**src/rtl/nibble_comp_pkg.sv**
```systemverilog
// Shared types and width helpers for the chunk-loaded magnitude comparator.
package nibble_comp_pkg;

  typedef enum logic [1:0] {IDLE, COMPARE, DONE} state_t;

  function automatic int op_width(input int din_w, input int nchunk);
    return din_w * nchunk;
  endfunction

  function automatic int ptr_width(input int nchunk);
    return (nchunk <= 1) ? 1 : $clog2(nchunk);
  endfunction

endpackage

```
**src/rtl/btn_edge_sync.sv**
```systemverilog
// Push-button synchroniser followed by a rising-edge detector; one pulse per press,
// pulse is visible SYNC_STAGES edges after the button rises and acts on the next edge.
module btn_edge_sync #(
  parameter int SYNC_STAGES = 2
) (
  input  logic clk,
  input  logic reset,
  input  logic btn,
  output logic pulse
);

  logic [SYNC_STAGES-1:0] sync;
  logic                   prev;

  always_ff @(posedge clk or posedge reset) begin
    if (reset) begin
      sync <= '0;
      prev <= 1'b0;
    end else begin
      sync <= {sync[SYNC_STAGES-2:0], btn};
      prev <= sync[SYNC_STAGES-1];
    end
  end

  assign pulse = sync[SYNC_STAGES-1] & ~prev;

endmodule

```
**src/rtl/nibble_load_comp.sv**
```systemverilog
// Operands loaded chunk-by-chunk from switches, then compared serially MSB chunk first.
// Result appears NCHUNK cycles after the write that fills both operands; loads during a compare are dropped.
module nibble_load_comp
  import nibble_comp_pkg::*;
#(
  parameter int DIN_W       = 4,
  parameter int NCHUNK      = 2,
  parameter int SYNC_STAGES = 2
) (
  input  logic             clk,
  input  logic             reset,
  input  logic [DIN_W-1:0] y,
  input  logic             ld_a,
  input  logic             ld_b,
  input  logic             signed_mode,
  output logic             l0,
  output logic             l1,
  output logic             l2,
  output logic             valid,
  output logic             busy
);

  localparam int              W    = op_width(DIN_W, NCHUNK);
  localparam int              PW   = ptr_width(NCHUNK);
  localparam logic [PW-1:0]   LAST = PW'(NCHUNK - 1);

  logic             pulse_a, pulse_b;
  state_t           state, state_nxt;
  logic [W-1:0]     a_reg, b_reg;
  logic [PW-1:0]    ptr_a, ptr_b, idx;
  logic             full_a, full_b, sgn, decided, gt_r;
  logic             take_a, take_b, full_a_nxt, full_b_nxt, start;
  logic [DIN_W-1:0] ca, cb;
  logic             dec_now, gt_now;

  btn_edge_sync #(.SYNC_STAGES(SYNC_STAGES)) u_sync_a (
    .clk(clk), .reset(reset), .btn(ld_a), .pulse(pulse_a)
  );

  btn_edge_sync #(.SYNC_STAGES(SYNC_STAGES)) u_sync_b (
    .clk(clk), .reset(reset), .btn(ld_b), .pulse(pulse_b)
  );

  always_comb begin
    take_a     = pulse_a && (state != COMPARE);
    take_b     = pulse_b && (state != COMPARE);
    full_a_nxt = take_a ? (ptr_a == LAST) : full_a;
    full_b_nxt = take_b ? (ptr_b == LAST) : full_b;
    start      = (take_a || take_b) && full_a_nxt && full_b_nxt;

    ca = a_reg[int'(idx)*DIN_W +: DIN_W];
    cb = b_reg[int'(idx)*DIN_W +: DIN_W];
    // Flipping the sign bit of the top chunk maps two's-complement order onto unsigned order.
    if (sgn && (idx == LAST)) begin
      ca[DIN_W-1] = ~ca[DIN_W-1];
      cb[DIN_W-1] = ~cb[DIN_W-1];
    end
    dec_now = decided | (ca != cb);
    gt_now  = decided ? gt_r : (ca > cb);

    state_nxt = state;
    case (state)
      IDLE:    if (start) state_nxt = COMPARE;
      COMPARE: if (idx == '0) state_nxt = DONE;
      DONE: begin
        if (start)                 state_nxt = COMPARE;
        else if (take_a || take_b) state_nxt = IDLE;
      end
      default: state_nxt = IDLE;
    endcase
  end

  always_ff @(posedge clk or posedge reset) begin
    if (reset) state <= IDLE;
    else       state <= state_nxt;
  end

  always_ff @(posedge clk or posedge reset) begin
    if (reset) begin
      a_reg   <= '0;
      b_reg   <= '0;
      ptr_a   <= '0;
      ptr_b   <= '0;
      full_a  <= 1'b0;
      full_b  <= 1'b0;
      idx     <= '0;
      sgn     <= 1'b0;
      decided <= 1'b0;
      gt_r    <= 1'b0;
      l0      <= 1'b0;
      l1      <= 1'b0;
      l2      <= 1'b0;
      valid   <= 1'b0;
      busy    <= 1'b0;
    end else begin
      if (take_a) begin
        a_reg[int'(ptr_a)*DIN_W +: DIN_W] <= y;
        ptr_a  <= (ptr_a == LAST) ? '0 : ptr_a + PW'(1);
        full_a <= full_a_nxt;
      end
      if (take_b) begin
        b_reg[int'(ptr_b)*DIN_W +: DIN_W] <= y;
        ptr_b  <= (ptr_b == LAST) ? '0 : ptr_b + PW'(1);
        full_b <= full_b_nxt;
      end
      if (take_a || take_b) begin
        valid <= 1'b0;
        l0    <= 1'b0;
        l1    <= 1'b0;
        l2    <= 1'b0;
      end
      if (start) begin
        busy    <= 1'b1;
        sgn     <= signed_mode;
        idx     <= LAST;
        decided <= 1'b0;
        gt_r    <= 1'b0;
      end
      if (state == COMPARE) begin
        decided <= dec_now;
        gt_r    <= gt_now;
        if (idx == '0) begin
          l0    <= dec_now & ~gt_now;
          l1    <= ~dec_now;
          l2    <= dec_now & gt_now;
          valid <= 1'b1;
          busy  <= 1'b0;
        end else begin
          idx <= idx - PW'(1);
        end
      end
    end
  end

endmodule

```
**config.mk**
```make
export PLATFORM = sky130hd
export DESIGN_NAME = nibble_load_comp
export DESIGN_NICKNAME = d
export VERILOG_FILES = /design/src/rtl/nibble_comp_pkg.sv /design/src/rtl/btn_edge_sync.sv /design/src/rtl/nibble_load_comp.sv
export SDC_FILE = /design/constraint.sdc
export NUM_CORES = 1
export LEC_CHECK = 0
export ABC_AREA = 1
export ABC_CLOCK_PERIOD_IN_PS = 2100
export CAP_MARGIN = 20
export CORE_MARGIN = 2
export CORE_UTILIZATION = 45
export DETAILED_ROUTE_END_ITERATION = 16
export HOLD_SLACK_MARGIN = 0.06
export PLACE_DENSITY = 0.71
export SYNTH_ARGS = -nofsm -noshare
export SYNTH_HDL_FRONTEND = slang
export SYNTH_SLANG_ARGS = --single-unit
```
**constraint.sdc**
```tcl
create_clock -name clk -period 2.1 [get_ports clk]
set_input_delay 0.315 -clock clk [delete_from_list [all_inputs] [get_ports clk]]
set_output_delay 0.315 -clock clk [all_outputs]
set_load 0.01 [all_outputs]
```
-- Yosys cells after proc, flatten, opt, wreduce, memory -nomap -nowiden
Cells that the tools add are included.
- memories kept: 0
- bits in writable memories: 0
- bits of input ports: 9
- bits in latches: 0
- register bits after elaboration: 37
- word-level logic and storage cells: 94
- bits in read-only memories: 0
- add/sub/neg operators: 5
- $mul: 0
- divide/modulo/power cells: 0
- reduce and logical (&&, ||, !) cells: 9
- equal/unequal tests: 7
- bitwise gates (word level): 11
- $lt $le $gt $ge: 1
- mux-type cells: 35
- shift-type cells: 6
- operators with widths (kind ; number):
    $neg 3->33 ; 2
    $shift 4x33->8 const A ; 2
    $shiftx 4x33->8 ; 2
    $mux 1 ; 28
    $bwmux 8 ; 2
    $shiftx 8x4->4 ; 2
    $mux 2 ; 4
    $not 1->1 ; 6
    $pmux 2 s3 ; 1
    $logic_and 1x1->1 ; 5
    $and 1x1->1 ; 4
    $gt 4x4->1 ; 1
    $ne 2x2->1 const B ; 2
    $ne 4x4->1 ; 1
    $ne 3x3->1 const B ; 1
    $reduce_and 3->1 ; 1
    $add 1x1->1 const B ; 2
    $eq 2x1->1 const B ; 1
    $eq 2x2->1 const B ; 1
    $logic_not 2->1 ; 1
    $ne 2x1->1 const B ; 1
    $reduce_bool 2->1 ; 1
    $logic_or 1x1->1 ; 1
    $or 1x1->1 ; 1
    $sub 1x1->1 const B ; 1

-- Logic depth before layout (Yosys ltp)
- depth in word-level cells: 9
- gate-level depth with buffers: 12
- gate-level depth less buffers: 11

-- By module
From an unflattened synthesis, not the netlist that was laid out.
- cell total of the unflattened synthesis: 170
- area, all modules: 1629.1 sq um
- by module, submodules not included (module ; area an instance (sq um) ; instances ; cells an instance ; seq. area each (sq um)):
    nibble_load_comp ; 1451.4 ; 1 ; 158 ; 775.7
    btn_edge_sync ; 88.8 ; 2 ; 6 ; 75.1

-- Worst setup path after synthesis
OpenSTA, ideal clock, no wires.
- path kind: reg2reg
- start: reg idx
- end: reg l2
- data required time: 2.035 ns
- setup slack: 0.316 ns
- cell stages (with the launch flop): 12
- path buffers: 2
- arrival time: 1.719 ns
- path through: dfrtp_1 > clkbuf_1 > clkbuf_1 > o21ai_0 > ha_1 > nand2_1 > inv_1 > nand4_1 > nand3_1 > nor2_1 > nand3_1 > nand2_1
- word-level cells in the longest chain between the ends: 8
- elaborated cells between the ends (all ways): 14
- those cells by class: order compare (1); eq/ne (1); shift (2); mux (5); bitwise (4); reduce/logical (1)
- ends and longest elaborated chain (what ; line ; source):
    start: declaration ; nibble_load_comp.sv:30 ; logic [PW-1:0] ptr_a, ptr_b, idx;
    start signal: assignment ; nibble_load_comp.sv:129 ; idx <= idx - PW'(1);
    $shiftx 8x4->4, on equally long branches ; nibble_load_comp.sv:51, nibble_load_comp.sv:52 ;
    $not 1->1, on equally long branches ; nibble_load_comp.sv:55, nibble_load_comp.sv:56 ;
    $mux 1 ; nibble_load_comp.sv:54 ; if (sgn && (idx == LAST)) begin
    $gt 4x4->1 / $ne 4x4->1 (equally long branches) ; nibble_load_comp.sv:59, nibble_load_comp.sv:58 ;
    $mux 1 / $or 1x1->1 (equally long branches) ; nibble_load_comp.sv:59, nibble_load_comp.sv:58 ;
    $and 1x1->1 ; nibble_load_comp.sv:125 ; l2 <= dec_now & gt_now;
    $mux 1 (*) ; nibble_load_comp.sv:122 ; if (idx == '0) begin
    $mux 1 (*) ; nibble_load_comp.sv:119 ; if (state == COMPARE) begin
    end signal: assignment ; nibble_load_comp.sv:125 ;
    end: declaration ; nibble_load_comp.sv:18 ; output logic l2,
Mark *: on every way between the ends. The rest lies on a longest branch, timed or not.
A chain may end at the register's enable or synchronous reset.

-- Worst setup path after layout
Same ends and word-level chain as after synthesis.

==> flow_summary.json <==
{
  "slew_violations": 0,
  "dpl.cell_count": 240,
  "path_cells": "inv_1 > nand2_1 > o21ai_0 > ha_1 > nand2_1 > inv_1 > nand4_1 > nand3_1 > nor2_1 > nand3_1 > nand2_1",
  "ant_nets": 0,
  "synth_edf_count": 0,
  "rows": 22,
  "hold_start": "u_sync_b.sync[0]",
  "clockBufferDepth": 2,
  "grt_pass1_vias": 1181,
  "syn_area_per_cell_um2": 9.42,
  "grt_max_degree": 38,
  "area_growth_pct": 17.3,
  "antenna_found_initial": 0,
  "crit_fanout": 17,
  "coreArea_um2": 3630,
  "stdcell_count": 248,
  "vias": 1155,
  "switchingPower_mw": 1.07,
  "synth_area_leader_cell": "dfrtp_1",
  "p_int_mw": 1.79,
  "critPathTopFamily": "simple AND/OR/NAND/NOR gates",
  "multi_input_area_um2": 654,
  "detailedRoute.firstPassIterationCount": 4,
  "max_cap_violations": 0,
  "hold_ws_ns": 0.351,
  "die_x_um": 65.4,
  "fill_cells": 336,
  "finalCritPeriodShare_pct": 84.5,
  "rsz0062_at_grt": "no",
  "cts_setup_buffers": 0,
  "hold_end": "u_sync_b.sync[1]",
  "ys_types": 22,
  "place_area_um2": 1890,
  "tritoncts": "yes",
  "relSlewSlack_pct": 69.2,
  "grt_remaining_overflow": 0,
  "synth_top_area_share_pct": 54.6,
  "synth-seq-cells": 37,
  "crit_start": "idx",
  "timing.rr.end": "l2",
  "drt_iter0_markers": 62,
  "r2r_cells": 11,
  "period_minus_slack_ns": 1.78,
  "worstSetupPathType": "flop to flop",
  "insertion_delay_ns": 0.29,
  "setup_viol": 0,
  "drt-total-wl_mm": 2.92,
  "pwr-share-seq_pct": 41.2,
  "nNetsFinal": 212,
  "synth_most_common_cell": "nand2_1",
  "dp_hpwl_mm": 2.13,
  "htreeDepth": 2,
  "syn-cell-area_um2": 1700,
  "routabilityCongestion": 0.844,
  "grt_usage_pct": 16.0,
  "seq_area_um2": 927,
  "hold_depth": 0,
  "diodes": 0,
  "clock.fmax_mhz": 563,
  "hold_viol": 0,
  "async_flop_share_pct": 100,
  "p_clk_share_pct": 18.9,
  "critPathSlowestCell": "dfrtp_2",
  "viasPerCell": 4.66,
  "p_sw_share_pct": 37.5,
  "yosysSeqAreaShare_pct": 54.6,
  "r2r-start": "idx",
  "cts_sinks": 37,
  "ios": 14,
  "cts-buffers-inserted": 5,
  "design_area_um2": 1990,
  "p_leak_nw": 1.00,
  "port_buffers": 13,
  "crit_top_cell": "nand2_1",
  "reg2reg_slack_ns": 0.32,
  "synth_common_cells": "nand2_1 (45), dfrtp_1 (37), inv_1 (24)",
  "worstMarginPinSlew_ns": 0.461,
  "pwr_density_cell_nw_per_um2": 1440,
  "initial_core_util_pct": 46.7,
  "path_clk_slew_ns": 0.07,
  "synth_fp_nets": 193,
  "dieArea_um2": 4270,
  "slowest_delay_ns": 0.51,
  "worst_setup_path_end_kind": "flop",
  "fin_skew_ns": 0.00676,
  "drc_errors": 0,
  "grt_pass1_wl_mm": 5.15,
  "peakVddDrop_uv": 775,
  "synth_warnings": 0,
  "critical_path_arrival_ns": 2.01,
  "cp_data_required_time_ns": 2.33,
  "crit_buf_inv": 2,
  "ys.flop_type": "dfrtp_1",
  "path_depth": 11,
  "synth_area_leaders": "dfrtp_1 (55%), nand2_1 (10%), inv_1 (5.3%)",
  "synthCells": 180,
  "start_kind": "flop",
  "root_buffer": "clkbuf_8",
  "p_comb_share_pct": 39.9,
  "wl_per_cell_um": 11.8,
  "power_mw": 2.86,
  "die_y_um": 65.4,
  "drive_above_1_share_pct": 20.0,
  "fin_tns_setup_ns": 0,
  "run_status": "complete, no violations",
  "hp-class": "flop to flop"
}
[cells in the final DEF (no fill, tap or decap), types with 2 or more instances in the layout]
cell / synthesis / routed
inv_1: 24 / 24
nor2_1: 7 / 7
nand2_1: 45 / 45
nor2_4: 4 / 4
dfrtp_1: 37 / 36
o21ai_0: 17 / 17
a21oi_1: 4 / 4
nand3_1: 7 / 7
nand2_4: 5 / 5
nor2_2: 3 / 3
or2_2: 2 / 2
clkbuf_8: 0 / 7
ha_1: 4 / 4
nand3_2: 2 / 2
clkdlybuf4s50_1: 0 / 13
nand2_2: 3 / 3
mux2_2: 5 / 5
o21ai_2: 2 / 2
inv_2: 3 / 3
[through the flow]
step	util, %	setup slack, ns
2_1_floorplan	-	0.316
3_3_place_gp	51.9	0.281
3_5_place_dp	51.9	0.178
4_1_cts	54.7	0.168
5_1_grt	54.7	0.0688
6_report	54.7	0.325
[power by group through the flow]
stage / Clock [mW] / Sequential (mW) / Combinational [mW]
after floorplan: 0 / 1.14 / 0.897
after global placement: 0 / 1.19 / 1.13
after detailed placement: 0 / 1.19 / 1.16
after CTS: 0.558 / 1.18 / 1.16
after global routing: 0.590 / 1.21 / 1.34
final: 0.541 / 1.18 / 1.14
[metal layers]
| layer | up-vias | part of all wire, % | track usage, % | wire length, um |
|---|---|---|---|---|
| li1 | 600 | - | - | - |
| met1 | 536 | 49 | 20.6 | 1420 |
| met2 | 13 | 47 | 25.3 | 1360 |
| met3 | 6 | 3.8 | 6.34 | 110 |
| met4 | 0 | 0.89 | 4.17 | 26 |
| met5 | - | 0 | 0 | 0 |
[cells by family after synthesis]
family	Yosys count	share of synthesized area [%]
compound gates	23	7.23
xor+xnor	2	1.03
fa+ha+maj	4	2.95
buf+inv	30	6.79
flops	37	54.6
mux	5	3.32
simple gates	79	24.1
[how the worst max path moves through the flow]
| stage | endpoint | slack [ns] |
|---|---|---|
| after floorplan | l2 | 0.32 |
| after global placement | l2 | 0.28 |
| after detailed placement | l0 | 0.18 |
| after CTS | l2 | 0.17 |
| after global routing | l2 | 0.07 |
| final | l2 | 0.32 |
[worst reg2reg max path: stages, from the launching register on]
cell and delay [ns]:
dfrtp_2 0.51, inv_1 0.12, nand2_1 0.07, o21ai_0 0.08, ha_1 0.29, nand2_1 0.07
inv_1 0.04, nand4_1 0.11, nand3_1 0.13, nor2_1 0.14, nand3_1 0.08, nand2_1 0.06
[area by class of cell]
cell class / instances / area share (%)
timing repair buffer: 14 / 6.92
inverter: 28 / 5.41
multi-input combinational: 113 / 32.9
clock buffer: 7 / 4.85
clock inverter: 1 / 0.252
tap: 48 / 3.02
sequential: 37 / 46.6
[timing repair]
item / 4_1_cts / 5_1_grt
gates resized for setup: 0 / 1
hold buffers: 0 / 0
setup endpoints to repair: 0 / 3
Power figures use the tool's default switching activity.
